[config.mk]
export PLATFORM = sky130hd
export DESIGN_NAME = writeback
export DESIGN_NICKNAME = d
export VERILOG_FILES = /design/src/rtl/writeback_pkg.sv /design/src/rtl/load_align.sv /design/src/rtl/writeback.sv
export SDC_FILE = /design/constraint.sdc
export NUM_CORES = 1
export LEC_CHECK = 0
export ABC_AREA = 1
export BUFFER_PORTS_ARGS = -buffer_cell sky130_fd_sc_hd__buf_2
export CORE_MARGIN = 3
export CORE_UTILIZATION = 50
export CTS_CLUSTER_DIAMETER = 30
export DETAILED_ROUTE_END_ITERATION = 8
export HOLD_SLACK_MARGIN = 0.15
export PLACE_DENSITY = 0.84
export SKIP_LAST_GASP = 1
export SYNTH_ARGS = -nofsm -noshare
export SYNTH_HDL_FRONTEND = slang
export SYNTH_HIERARCHICAL = 1
export SYNTH_SLANG_ARGS = --single-unit
[constraint.sdc]
create_clock -name i_clk -period 2.5 [get_ports i_clk]
set_input_delay 0.125 -clock i_clk [delete_from_list [all_inputs] [get_ports i_clk]]
set_output_delay 0.125 -clock i_clk [all_outputs]
set_load 0.02 [all_outputs]
[src/rtl/writeback_pkg.sv]
// Shared writeback definitions: datapath widths, RV32 opcodes and load funct3 codes.
`default_nettype none
package writeback_pkg;
  localparam int XLEN  = 32;
  localparam int XADDR = 5;

  localparam logic [6:0] LUI_OP   = 7'b0110111;
  localparam logic [6:0] AUIPC_OP = 7'b0010111;
  localparam logic [6:0] JAL_OP   = 7'b1101111;
  localparam logic [6:0] JALR_OP  = 7'b1100111;
  localparam logic [6:0] I_OP     = 7'b0010011;
  localparam logic [6:0] L_OP     = 7'b0000011;
  localparam logic [6:0] S_OP     = 7'b0100011;
  localparam logic [6:0] B_OP     = 7'b1100011;
  localparam logic [6:0] R_OP     = 7'b0110011;

  localparam logic [2:0] F3_LB  = 3'b000;
  localparam logic [2:0] F3_LH  = 3'b001;
  localparam logic [2:0] F3_LW  = 3'b010;
  localparam logic [2:0] F3_LBU = 3'b100;
  localparam logic [2:0] F3_LHU = 3'b101;
endpackage
`default_nettype wire

[src/rtl/load_align.sv]
// Load data formatting: lane extraction, sign/zero extension and
// misalignment / illegal-size fault detection.
`default_nettype none
module load_align
  import writeback_pkg::*;
(
  input  logic [2:0]  funct3,
  input  logic [1:0]  addr,
  input  logic [31:0] word,
  output logic [31:0] data,
  output logic        fault
);
  logic [7:0]  byte_sel;
  logic [15:0] half_sel;

  assign byte_sel = word[{addr, 3'b000} +: 8];
  assign half_sel = addr[1] ? word[31:16] : word[15:0];

  always_comb begin
    data  = '0;
    fault = 1'b0;
    case (funct3)
      F3_LB:  data = {{24{byte_sel[7]}}, byte_sel};
      F3_LBU: data = {24'b0, byte_sel};
      F3_LH: begin
        data  = {{16{half_sel[15]}}, half_sel};
        fault = addr[0];
      end
      F3_LHU: begin
        data  = {16'b0, half_sel};
        fault = addr[0];
      end
      F3_LW: begin
        data  = word;
        fault = |addr;
      end
      default: fault = 1'b1;
    endcase
  end
endmodule
`default_nettype wire

[src/rtl/writeback.sv]
// Writeback stage: turns memory-stage results and load responses into
// single-cycle register-file write (or load-fault) pulses.
`default_nettype none
module writeback #(
  parameter int XLEN  = writeback_pkg::XLEN,
  parameter int XADDR = writeback_pkg::XADDR
) (
  input  logic             i_clk,
  input  logic             i_rst_n,
  input  logic             i_valid,
  output logic             o_ready,
  input  logic [6:0]       i_opcode,
  input  logic [2:0]       i_funct3,
  input  logic [XADDR-1:0] i_rd_addr,
  input  logic [XLEN-1:0]  i_result,
  input  logic [XLEN-1:0]  i_imm,
  input  logic [XLEN-1:0]  i_pc,
  input  logic             i_mem_rvalid,
  input  logic [XLEN-1:0]  i_mem_rdata,
  output logic [XADDR-1:0] or_rd_addr,
  output logic [XLEN-1:0]  or_rd_data,
  output logic             or_wr_en,
  output logic             or_load_fault
);
  import writeback_pkg::*;

  typedef enum logic [0:0] {
    IDLE      = 1'b0,
    WAIT_LOAD = 1'b1
  } state_t;

  state_t           state, state_nx;
  logic [XADDR-1:0] ld_rd, ld_rd_nx;
  logic [2:0]       ld_funct3, ld_funct3_nx;
  logic [1:0]       ld_addr, ld_addr_nx;
  logic [XADDR-1:0] rd_addr_nx;
  logic [XLEN-1:0]  rd_data_nx;
  logic             wr_en_nx;
  logic             fault_nx;
  logic             op_writes;
  logic [XLEN-1:0]  op_data;
  logic [31:0]      align_data;
  logic             align_fault;

  load_align u_load_align (
    .funct3 (ld_funct3),
    .addr   (ld_addr),
    .word   (i_mem_rdata[31:0]),
    .data   (align_data),
    .fault  (align_fault)
  );

  assign o_ready = (state == IDLE);

  always_comb begin
    op_writes = 1'b1;
    op_data   = i_result;
    case (i_opcode)
      LUI_OP:                    op_data = i_imm;
      AUIPC_OP, R_OP, I_OP:      op_data = i_result;
      JAL_OP, JALR_OP:           op_data = i_pc + XLEN'(4);
      default:                   op_writes = 1'b0;
    endcase
  end

  always_comb begin
    state_nx     = state;
    ld_rd_nx     = ld_rd;
    ld_funct3_nx = ld_funct3;
    ld_addr_nx   = ld_addr;
    rd_addr_nx   = or_rd_addr;
    rd_data_nx   = or_rd_data;
    wr_en_nx     = 1'b0;
    fault_nx     = 1'b0;
    case (state)
      IDLE: begin
        if (i_valid) begin
          if (i_opcode == L_OP) begin
            ld_rd_nx     = i_rd_addr;
            ld_funct3_nx = i_funct3;
            ld_addr_nx   = i_result[1:0];
            state_nx     = WAIT_LOAD;
          end else begin
            rd_addr_nx = i_rd_addr;
            wr_en_nx   = op_writes && (i_rd_addr != '0);
            if (op_writes) rd_data_nx = op_data;
          end
        end
      end
      WAIT_LOAD: begin
        if (i_mem_rvalid) begin
          rd_addr_nx = ld_rd;
          state_nx   = IDLE;
          if (align_fault) begin
            fault_nx = 1'b1;
          end else begin
            wr_en_nx   = (ld_rd != '0);
            rd_data_nx = XLEN'(align_data);
          end
        end
      end
      default: state_nx = IDLE;
    endcase
  end

  always_ff @(posedge i_clk or negedge i_rst_n) begin
    if (!i_rst_n) begin
      state         <= IDLE;
      ld_rd         <= '0;
      ld_funct3     <= '0;
      ld_addr       <= '0;
      or_rd_addr    <= '0;
      or_rd_data    <= '0;
      or_wr_en      <= 1'b0;
      or_load_fault <= 1'b0;
    end else begin
      state         <= state_nx;
      ld_rd         <= ld_rd_nx;
      ld_funct3     <= ld_funct3_nx;
      ld_addr       <= ld_addr_nx;
      or_rd_addr    <= rd_addr_nx;
      or_rd_data    <= rd_data_nx;
      or_wr_en      <= wr_en_nx;
      or_load_fault <= fault_nx;
    end
  end
endmodule
`default_nettype wire

==> results.sh, run 1 <==
export IMPL_status="completed"
export IMPL_comb_power_share=0.385
export IMPL_final_min_clock_period_ns=2.19
export IMPL_fin_cells=1182
export IMPL_rr_startpoint="ld_funct3[0]$_DFFE_PN0P_"
export IMPL_worst_pin_slew_ns=0.537
export IMPL_clk_latency_ns=0.31
export IMPL_p_per_area_mw_per_mm2=468
export IMPL_crit_family="simple AND/OR/NAND/NOR gates"
export IMPL_htree_levels=2
export IMPL_clk_pin_slew_ns=0.10
export IMPL_synth_cells=867
export IMPL_syn_area_per_cell_um2=5.65
export IMPL_overflow=0
export IMPL_r2r_end="or_rd_data[14]$_DFFE_PN0P_"
export IMPL_postCtsSetupRepairBufs=0
export IMPL_pin_count=187
export IMPL_fin_skew_ns=0.00812
export IMPL_ys_ff_latch=50
export IMPL_grt_pass1_wl_um=28100
export IMPL_rsz0062_at_grt="false"
export IMPL_design_area_mm2=0.00620
export IMPL_crit_chain="inv_2 -> nand3_4 -> inv_1 -> o21ai_1 -> nand3_1 -> nand2_1 -> nand3_2 -> buf_12 -> nor2_1 -> nand2_1 -> nand2_1"
export IMPL_pwr_share_clk=0.238
export IMPL_drive_above_1_share=0.237
export IMPL_tritoncts="done"
export IMPL_hpwlAfterDp_um=13900
export IMPL_area_growth_syn_to_layout_pct=26.6
export IMPL_p_int_uw=1780
export IMPL_syn_num_nets=1015
export IMPL_clock_sinks=50
export IMPL_drcViolationCount=0
export IMPL_synth_seq_area_share=0.255
export IMPL_power_frac_seq=0.377
export IMPL_crit_top_cell="nand2_1"
export IMPL_syn_area_mm2=0.00490
export IMPL_cap_violations=0
export IMPL_grt_max_degree=52
export IMPL_io_buffers=186
export IMPL_finalHoldViolations=0
export IMPL_grt_pass1_vias=5710
export IMPL_synth_edff_count=0
export IMPL_whs_path_depth=5
export IMPL_diodes=0
export IMPL_required_ns=2.69
export IMPL_fp_dieH_um=105
export IMPL_ir_drop_uv=296
export IMPL_relSlewSlack=0.641
export IMPL_setup_violations=0
export IMPL_rows=35
export IMPL_layout_common_cells="339 x nand2_1, 186 x buf_2, 140 x nor2_1, 100 x nand3_1, 65 x inv_1"
export IMPL_cts_hold_buf=18
export IMPL_r2r_cells=11
export IMPL_root_buffer="clkbuf_8"
export IMPL_initial_core_util=0.523
export IMPL_p_switching_uw=1120
export IMPL_fin_nets=1200
export IMPL_yosysWarnings=6
export IMPL_max_freq_mhz=456
export IMPL_cp_max_fo=51
export IMPL_period_share=0.878
export IMPL_routabilityCongestion=0.981
export IMPL_dp_cells=1156
export IMPL_hold_path_class="in -> reg"
export IMPL_drt_vias_per_instance=5.27
export IMPL_vias=6234
export IMPL_p_leak_uw=0.00358
export IMPL_dr_pass1_iters=6
export IMPL_synth_cell_types=33
export IMPL_crit_path_max_incr_delay_ns=0.43
export IMPL_dieArea_mm2=0.0110
export IMPL_antenna_found_initial=0
export IMPL_final_max_slew_viol_count=0
export IMPL_cts_buffers_inserted=5
export IMPL_layout_commonest_cell="nand2_1"
export IMPL_grt_use_total=0.311
export IMPL_ant_nets=0
export IMPL_dpl_cell_area_mm2=0.00588
export IMPL_dieWidth_um=105
export IMPL_arrival_ns=2.39
export IMPL_setup_tns_final_ns=0
export IMPL_cts_resized=0
export IMPL_drt_iter0_drc=555
export IMPL_wire_per_inst_um=15.1
export IMPL_p_sw_frac=0.387
export IMPL_fp_coreArea_mm2=0.00937
export IMPL_fillers=923
export IMPL_worstSetupEndpointType="flip-flop"
export IMPL_r2r_setup_slack_ns=0.31
export IMPL_drt_wl_total_um=17900
export IMPL_hold_path_startpoint="i_result[27]"
export IMPL_worst_path_max_delay_cell="dfrtp_1"
export IMPL_fin_util=0.661
export IMPL_path_buf_inv=3
export IMPL_hold_path_end="or_rd_data[27]$_DFFE_PN0P_"
export IMPL_critPathKind="reg -> reg"
export IMPL_synthFlopType="dfrtp_1"
export IMPL_ys_async_sr_fraction=1.00
export IMPL_clock_path_buffers=2
export IMPL_critPathLaunchType="flip-flop"
[worst max path at each step]
stage,slack (ns),to,cells past startpoint,startpoint
after floorplan,0.81,or_rd_data[24]$_DFFE_PN0P_,13,ld_funct3[2]$_DFFE_PN0P_
after global placement,0.43,or_rd_data[21]$_DFFE_PN0P_,11,ld_funct3[0]$_DFFE_PN0P_
after detailed placement,0.36,or_rd_data[27]$_DFFE_PN0P_,11,ld_funct3[0]$_DFFE_PN0P_
after CTS,0.35,or_rd_data[14]$_DFFE_PN0P_,11,ld_funct3[0]$_DFFE_PN0P_
after global routing,0.07,or_rd_data[14]$_DFFE_PN0P_,11,ld_funct3[0]$_DFFE_PN0P_
final,0.31,or_rd_data[14]$_DFFE_PN0P_,11,ld_funct3[0]$_DFFE_PN0P_
[worst register-to-register path, cell delays in order (launching register included)]
cell and delay [ns]:
dfrtp_1 0.43, inv_2 0.22, nand3_4 0.21, inv_1 0.27, o21ai_1 0.11, nand3_1 0.12, nand2_1 0.09, nand3_2 0.18
buf_12 0.25, nor2_1 0.09, nand2_1 0.07, nand2_1 0.05
[sequential cells by signal (all words and copies together), names as in the netlist]
register	flops
or_rd_data	32
ld_rd	5
or_rd_addr	5
ld_funct3	3
ld_addr	2
or_load_fault	1
or_wr_en	1
state	1
[Yosys cell counts (3+ instances only)]
cell type | number | share of area
inv_2 | 6 | 0.0046
nor2_2 | 4 | 0.0051
mux2_2 | 4 | 0.0092
a21oi_1 | 5 | 0.0051
dfrtp_1 | 50 | 0.26
a31oi_1 | 26 | 0.033
buf_4 | 6 | 0.0092
nand2_1 | 339 | 0.26
buf_1 | 3 | 0.0023
nand4_1 | 20 | 0.026
o21ai_1 | 4 | 0.0041
or2_2 | 6 | 0.0077
o211ai_1 | 4 | 0.0061
inv_1 | 66 | 0.051
nand2_2 | 10 | 0.013
nand3_1 | 101 | 0.10
buf_2 | 12 | 0.012
nor2_1 | 142 | 0.11
buf_6 | 7 | 0.016
o21ai_0 | 19 | 0.019
clkbuf_1 | 13 | 0.010
o21bai_1 | 7 | 0.011
[logic make-up (layout without fill, tap and decap cells)]
logic type               count (synthesis)  count (layout)  synth area share
flip-flops                              50              50             0.255
AND/OR/NAND/NOR                        631             631             0.544
adder cells (fa/ha/maj)                  1               1           0.00255
XOR/XNOR                                 2               2           0.00358
multiplexers                             4               4           0.00920
buffers and inverters                  113             299             0.105
AO/OA/AOI/OAI                           66              66            0.0805
[metrics by stage]
stage                     hold WS [ns]  power (uW)  worst slack, ns
after floorplan                 -0.171        1730            0.815
after global placement           0.146        2170            0.434
after detailed placement         0.146        2180            0.357
after CTS                        0.152        2890            0.348
after global routing             0.186        3070           0.0711
final                            0.149        2900            0.305
[area by class of cell]
type                       instances  area, um^2  share of cell area
tap                              129         161              0.0260
timing repair buffer             219        1240               0.199
clock inverter                     3        68.8              0.0111
inverter                          72         270              0.0436
sequential                        50        1250               0.202
clock buffer                       5        68.8              0.0111
multi-input combinational        704        3140               0.507
[per-layer routing]
metal | track usage | vias up | wire length [um]
met1 | 0.404 | 2757 | 7330
li1 | - | 3130 | -
met5 | 0 | - | 0
met3 | 0.0593 | 39 | 1530
met2 | 0.526 | 308 | 8550
met4 | 0.0881 | 0 | 450
[power groups by stage]
| stage | clock network (uW) | logic [uW] | registers (uW) |
|---|---|---|---|
| after floorplan | 0 | 467 | 1270 |
| after global placement | 0 | 1060 | 1100 |
| after detailed placement | 0 | 1080 | 1100 |
| after CTS | 698 | 1110 | 1090 |
| after global routing | 726 | 1230 | 1110 |
| final | 692 | 1120 | 1090 |
No activity file was read; power rests on OpenSTA's default activity.
==> inputs of run 2 (changes only) <==
--- a/config.mk
+++ b/config.mk
@@ -5,14 +5,14 @@
 export SDC_FILE = /design/constraint.sdc
 export NUM_CORES = 1
 export LEC_CHECK = 0
-export ABC_AREA = 1
 export BUFFER_PORTS_ARGS = -buffer_cell sky130_fd_sc_hd__buf_2
 export CORE_MARGIN = 3
 export CORE_UTILIZATION = 50
 export CTS_CLUSTER_DIAMETER = 30
 export DETAILED_ROUTE_END_ITERATION = 8
 export HOLD_SLACK_MARGIN = 0.15
-export PLACE_DENSITY = 0.84
+export PLACE_DENSITY = 0.86
+export SETUP_SLACK_MARGIN = 0.2
 export SKIP_LAST_GASP = 1
 export SYNTH_ARGS = -nofsm -noshare
 export SYNTH_HDL_FRONTEND = slang
==> run 2 against run 1 <==
  * Clock-buffer cell count up 2
  * Die area decreased by 8.8%
  * Largest cell class unchanged
  * Clock power shrank 25%
  * Via count shrank 18%
  * Total power down 3.7%
  * Sequential power is essentially flat
  * Sequential share of layout area up 1.8 points
  * First-iteration DRC count is 31% lower
  * Utilization rose by 1.3 points
==> results.sh, run 2 <==
export IMPL_largest_register="or_rd_data"
export IMPL_initial_core_util=0.527
export IMPL_ys_ff_latch=50
export IMPL_drive_above_1_share=0.370
export IMPL_drt_iter0_drc=383
export IMPL_diodes=0
export IMPL_antenna_found_initial=0
export IMPL_layout_common_cells="186 x buf_2, 50 x dfrtp_1, 46 x nand2_1, 34 x nor2_1, 30 x mux2i_1"
export IMPL_synth_largest_area_cell="dfrtp_1"
export IMPL_syn_num_nets=653
export IMPL_final_max_slew_viol_count=0
export IMPL_fillers=747
export IMPL_synth_top_family_by_area="compound AO/OA/AOI/OAI gates"
export IMPL_dr_pass1_iters=5
export IMPL_grt_max_degree=33
export IMPL_fin_cells=799
export IMPL_clock_path_buffers=2
export IMPL_critPathKind="reg -> reg"
export IMPL_synthAdderAreaFrac=0.00282
export IMPL_setup_violations=0
export IMPL_clock_sinks=50
export IMPL_pin_count=187
export IMPL_fin_nets=841
export IMPL_drt_vias_per_instance=6.39
export IMPL_whs_path_depth=3
export IMPL_synth_common_cells="50 x dfrtp_1, 46 x nand2_1, 34 x nor2_1"
export IMPL_p_leak_uw=0.00263
export IMPL_total_power_uw=2790
export IMPL_synth_edff_count=0
export IMPL_grt_pass1_vias=5008
export IMPL_path_buf_inv=1
export IMPL_p_per_area_mw_per_mm2=491
export IMPL_yosysMostFrequentCell="dfrtp_1"
export IMPL_synth_top_area_share=0.282
export IMPL_crit_family="compound AO/OA/AOI/OAI gates"
export IMPL_overflow=0
export IMPL_worst_pin_slew_ns=0.740
export IMPL_relSlewSlack=0.505
export IMPL_hold_path_class="in -> reg"
export IMPL_crit_path_max_incr_delay_ns=0.39
export IMPL_required_ns=2.68
export IMPL_crit_end="or_rd_data[18]$_DFFE_PN0P_"
export IMPL_ys_async_sr_fraction=1.00
export IMPL_setup_tns_final_ns=0
export IMPL_synth_cells=505
export IMPL_dieArea_mm2=0.0100
export IMPL_synth_cell_types=69
export IMPL_rsz0062_at_grt="true"
export IMPL_grt_pass1_wl_um=24300
export IMPL_critPathLaunchType="flip-flop"
export IMPL_worstSetupEndpointType="flip-flop"
export IMPL_r2r_end="or_rd_data[18]$_DFFE_PN0P_"
export IMPL_vias=5106
export IMPL_rr_startpoint="ld_funct3[2]$_DFFE_PN0P_"
export IMPL_clk_pin_slew_ns=0.10
export IMPL_syn_area_per_cell_um2=8.79
export IMPL_grt_use_total=0.301
export IMPL_crit_cells=8
export IMPL_layout_commonest_cell="buf_2"
export IMPL_multi_input_area_mm2=0.00294
export IMPL_synth_area_top_cells="dfrtp_1 28%, mux2i_1 6.8%, nand2_1 3.9%"
export IMPL_dp_cells=777
export IMPL_yosysWarnings=6
export IMPL_cts_buffers_inserted=5
export IMPL_io_buffers=186
export IMPL_finalHoldViolations=0
export IMPL_cap_violations=0
export IMPL_synth_xor_area_frac=0.0237
export IMPL_reg_largest_list="or_rd_data: 32 flops, ld_rd: 5 flops, or_rd_addr: 5 flops"
export IMPL_dieWidth_um=100
export IMPL_arrival_ns=2.36
export IMPL_worst_path_max_delay_cell="dfrtp_1"
export IMPL_final_min_clock_period_ns=2.18
export IMPL_r2r_cells=8
export IMPL_drt_wl_total_um=15300
export IMPL_routabilityCongestion=0.968
export IMPL_clk_latency_ns=0.31
export IMPL_fin_skew_ns=0.0126
export IMPL_seq_area_mm2=0.00125
export IMPL_synth_compound_area_share=0.312
export IMPL_synth_seq_area_share=0.282
export IMPL_fin_util=0.675
export IMPL_root_buffer="clkbuf_8"
export IMPL_rows=33
export IMPL_syn_area_mm2=0.00444
export IMPL_post_synth_and_or_nand_nor_area_fraction=0.212
export IMPL_fp_dieH_um=100
export IMPL_tritoncts="done"
export IMPL_max_freq_mhz=459
export IMPL_r2r_setup_slack_ns=0.32
export IMPL_status="completed"
export IMPL_ir_drop_uv=292
export IMPL_cp_max_fo=12
export IMPL_drcViolationCount=0
export IMPL_fp_coreArea_mm2=0.00842
export IMPL_crit_start="ld_funct3[2]$_DFFE_PN0P_"
export IMPL_synthMuxAreaShare=0.110
export IMPL_htree_levels=2
export IMPL_largest_reg_flops=32
export IMPL_synthFlopType="dfrtp_1"
export IMPL_crit_chain="or2_4 -> o21a_1 -> o22a_1 -> nand2_1 -> o211ai_4 -> buf_4 -> a221oi_1 -> a31oi_1"
export IMPL_hpwlAfterDp_um=12300
export IMPL_ant_nets=0
export IMPL_wire_per_inst_um=19.2
export IMPL_period_share=0.871
export IMPL_area_growth_syn_to_layout_pct=28.0
-- run 2: cell types whose count changed after synthesis, sizes merged, moves of 14 or more --
| cell | change |
|---|---|
| o31ai | +15 |
| mux2i | +30 |
| a211oi | +26 |
| nor2 | -114 |
| nand3 | -87 |
| a221oi | +14 |
| inv | -68 |
| nand2b | +15 |
| a221o | +15 |
| a22oi | +20 |
| nand2 | -304 |
-- run 2: what timing repair did --
action,CTS,global route
buffers inserted,0,0
hold endpoints to repair,33,0
gates resized for setup,0,2
endpoints found under the setup margin,0,21
hold buffers,14,0
-- run 2: cell type report --
class                           count  area share
Clock inverter                      1     0.00154
Sequential cell                    50       0.220
Clock buffer                        7      0.0152
Tap cell                          105      0.0231
Timing Repair Buffer              224       0.220
Multi-Input combinational cell    408       0.517
Inverter                            4     0.00264
-- run 2: worst min path at each step --
stage                                             to    startpoint
final                     or_rd_data[24]$_DFFE_PN0P_     i_imm[24]
after CTS                 or_rd_data[24]$_DFFE_PN0P_     i_imm[24]
after detailed placement   or_rd_data[1]$_DFFE_PN0P_       i_rst_n
after floorplan               ld_addr[0]$_DFFE_PN0P_       i_rst_n
after global routing      or_rd_data[30]$_DFFE_PN0P_  i_result[30]
after global placement     or_rd_data[1]$_DFFE_PN0P_       i_rst_n
-- run 2: per-stage QoR --
step / hold WS, ns / cell area, um^2 / setup WS (ns)
floorplan: -0.171 / 4440 / 0.480
global placement: 0.0839 / 5440 / 0.238
detailed placement: 0.0910 / 5440 / 0.226
CTS: 0.150 / 5680 / 0.208
global route: 0.159 / 5680 / 0.183
finish: 0.145 / 5680 / 0.322
-- run 2: cells by family (layout without fill, tap and decap cells) --
logic type / after synthesis / count (layout)
fa+ha+maj: 1 / 1
compound gates: 170 / 170
simple gates: 180 / 180
flops: 50 / 50
buf+inv: 47 / 236
mux: 45 / 45
xor+xnor: 12 / 12
-- run 2: routing by layer --
metal	global-route usage	wire length [um]	vias to the layer above	share of wire
met5	0	0	-	0
met4	0.120	443	0	0.029
met3	0.0417	1480	39	0.097
met2	0.493	7290	332	0.48
met1	0.401	6120	2388	0.40
li1	-	-	2347	-
-- run 2: where the power goes --
| group | internal [uW] | total, uW | switching, uW |
|---|---|---|---|
| sequential | 978 | 1100 | 118 |
| combinational | 506 | 1180 | 675 |
| clock | 230 | 517 | 287 |
| total | 1710 | 2790 | 1080 |
-- run 2: worst min-delay path: stages --
cell and delay (ns):
buf_2 0.08, a221oi_1 0.06, a31oi_1 0.15
==> inputs of run 3 (changes only) <==
--- a/config.mk
+++ b/config.mk
@@ -6,6 +6,7 @@
 export NUM_CORES = 1
 export LEC_CHECK = 0
 export BUFFER_PORTS_ARGS = -buffer_cell sky130_fd_sc_hd__buf_2
+export CORE_ASPECT_RATIO = 0.8
 export CORE_MARGIN = 3
 export CORE_UTILIZATION = 50
 export CTS_CLUSTER_DIAMETER = 30
==> run 3 against run 2 <==
  * Clock power is 4.4% higher
  * Final area up 1.3%
  * Via count increased by 2.2%
  * Worst hold slack better by 0.011 ns
  * Total power rose by 1.6%
  * Global-route usage increased by 0.84 points
  * Largest cell class unchanged
==> results.sh, run 3 (synthesized netlist as in run 2, its figures left out) <==
export IMPL_status="completed"
export IMPL_relSlewSlack=0.552
export IMPL_reg_largest_list="or_rd_data: 32 flops, ld_rd: 5 flops, or_rd_addr: 5 flops"
export IMPL_critPathKind="reg -> reg"
export IMPL_drt_vias_per_instance=6.46
export IMPL_io_buffers=186
export IMPL_final_max_slew_viol_count=0
export IMPL_fin_cells=808
export IMPL_fin_nets=843
export IMPL_grt_max_degree=65
export IMPL_fillers=730
export IMPL_r2r_cells=8
export IMPL_clk_pin_slew_ns=0.11
export IMPL_hpwlAfterDp_um=12400
export IMPL_rr_startpoint="ld_funct3[0]$_DFFE_PN0P_"
export IMPL_cts_resized=0
export IMPL_grt_use_total=0.310
export IMPL_design_area_mm2=0.00576
export IMPL_largest_register="or_rd_data"
export IMPL_htree_levels=2
export IMPL_clk_latency_ns=0.32
export IMPL_total_power_uw=2840
export IMPL_worstSetupEndpointType="flip-flop"
export IMPL_area_growth_syn_to_layout_pct=29.7
export IMPL_period_share=0.860
export IMPL_ir_drop_uv=283
export IMPL_tritoncts="done"
export IMPL_r2r_setup_slack_ns=0.35
export IMPL_pin_count=187
export IMPL_vias=5218
export IMPL_layout_common_cells="186 x buf_2, 50 x dfrtp_1, 46 x nand2_1, 34 x nor2_1, 30 x mux2i_1"
export IMPL_arrival_ns=2.34
export IMPL_largest_reg_flops=32
export IMPL_fin_util=0.673
export IMPL_diodes=0
export IMPL_cap_violations=0
export IMPL_clock_sinks=50
export IMPL_antenna_found_initial=0
export IMPL_overflow=0
export IMPL_dieWidth_um=111
export IMPL_ant_nets=0
export IMPL_hold_path_class="in -> reg"
export IMPL_max_freq_mhz=465
export IMPL_drt_wl_total_um=16100
export IMPL_dp_cells=779
export IMPL_rows=30
export IMPL_cts_buffers_inserted=5
export IMPL_whs_path_depth=3
export IMPL_dr_pass1_iters=7
export IMPL_setup_violations=0
export IMPL_final_min_clock_period_ns=2.15
export IMPL_dieArea_mm2=0.0101
export IMPL_drive_above_1_share=0.362
export IMPL_root_buffer="clkbuf_8"
export IMPL_fp_coreArea_mm2=0.00856
export IMPL_cp_max_fo=64
export IMPL_initial_core_util=0.519
export IMPL_finalHoldViolations=0
export IMPL_p_leak_uw=0.00266
export IMPL_dpl_cell_area_mm2=0.00545
export IMPL_wire_per_inst_um=20.0
export IMPL_worst_pin_slew_ns=0.672
export IMPL_critPathLaunchType="flip-flop"
export IMPL_setup_tns_final_ns=0
export IMPL_grt_pass1_vias=5083
export IMPL_drcViolationCount=0
export IMPL_fp_dieH_um=90.3
export IMPL_routabilityCongestion=1.02
export IMPL_required_ns=2.69
export IMPL_hold_path_end="or_rd_data[28]$_DFFE_PN0P_"
export IMPL_drt_iter0_drc=618
export IMPL_r2r_end="or_rd_data[15]$_DFFE_PN0P_"
export IMPL_grt_pass1_wl_um=25600
export IMPL_fin_skew_ns=0.0106
export IMPL_p_per_area_mw_per_mm2=493
export IMPL_hold_path_startpoint="i_imm[28]"
export IMPL_layout_commonest_cell="buf_2"
export IMPL_rsz0062_at_grt="false"
export IMPL_clock_path_buffers=2
run 3: cell types whose count changed in the layout (fill, tap and decap cells not counted), sizes merged:
cell / previous run / this run
dlygate4sd3: 14 / 21
clkinv: 0 / 2
buf: 210 / 205
clkbuf: 7 / 5
run 3: timing repair:
action	4_1_cts	5_1_grt
endpoints found under the hold margin	48	0
hold buffers	21	0
setup buffers	0	0
run 3: where the power goes:
| part | total, uW | switching, uW | internal [uW] |
|---|---|---|---|
| Combinational | 1210 | 692 | 514 |
| Clock | 540 | 331 | 209 |
| Sequential | 1090 | 116 | 978 |
| Total | 2840 | 1140 | 1700 |
run 3: worst max path at each step:
stage / startpoint / end / slack, ns / cells after the start
global placement: i_pc[7] / or_rd_data[20]$_DFFE_PN0P_ / 0.42 / 6
CTS: ld_funct3[0]$_DFFE_PN0P_ / or_rd_data[29]$_DFFE_PN0P_ / 0.36 / 8
detailed placement: i_pc[7] / or_rd_data[20]$_DFFE_PN0P_ / 0.37 / 6
floorplan: ld_funct3[2]$_DFFE_PN0P_ / or_rd_data[15]$_DFFE_PN0P_ / 0.48 / 9
global route: ld_funct3[0]$_DFFE_PN0P_ / or_rd_data[29]$_DFFE_PN0P_ / 0.20 / 8
finish: ld_funct3[0]$_DFFE_PN0P_ / or_rd_data[15]$_DFFE_PN0P_ / 0.35 / 8
run 3: area by class of cell:
class	instances	area, um^2	area share
clock buffer	5	68.8	0.0119
tap	112	140	0.0243
inverter	4	15.0	0.00261
timing repair buffer	226	1320	0.229
multi-input combinational	408	2940	0.510
sequential	50	1250	0.217
clock inverter	3	28.8	0.00500
run 3: worst max-delay path, cell delays in order, from the launching register on:
cell	delay, ns
dfrtp_1	0.49
or2_2	0.32
o21a_1	0.17
o22a_1	0.20
nand2_1	0.13
o211ai_4	0.10
buf_12	0.21
a221oi_1	0.26
a31oi_1	0.12
run 3: per-layer routing:
metal,track usage,part of all wire
met1,0.424,0.41
met3,0.0723,0.11
met4,0.120,0.033
met2,0.475,0.45
met5,0,0
run 3: stage by stage:
stage                     worst slack, ns  hold WS [ns]
final                               0.351         0.156
after global routing                0.204         0.174
after floorplan                     0.480        -0.171
after detailed placement            0.367         0.188
after global placement              0.422         0.181
after CTS                           0.361         0.152
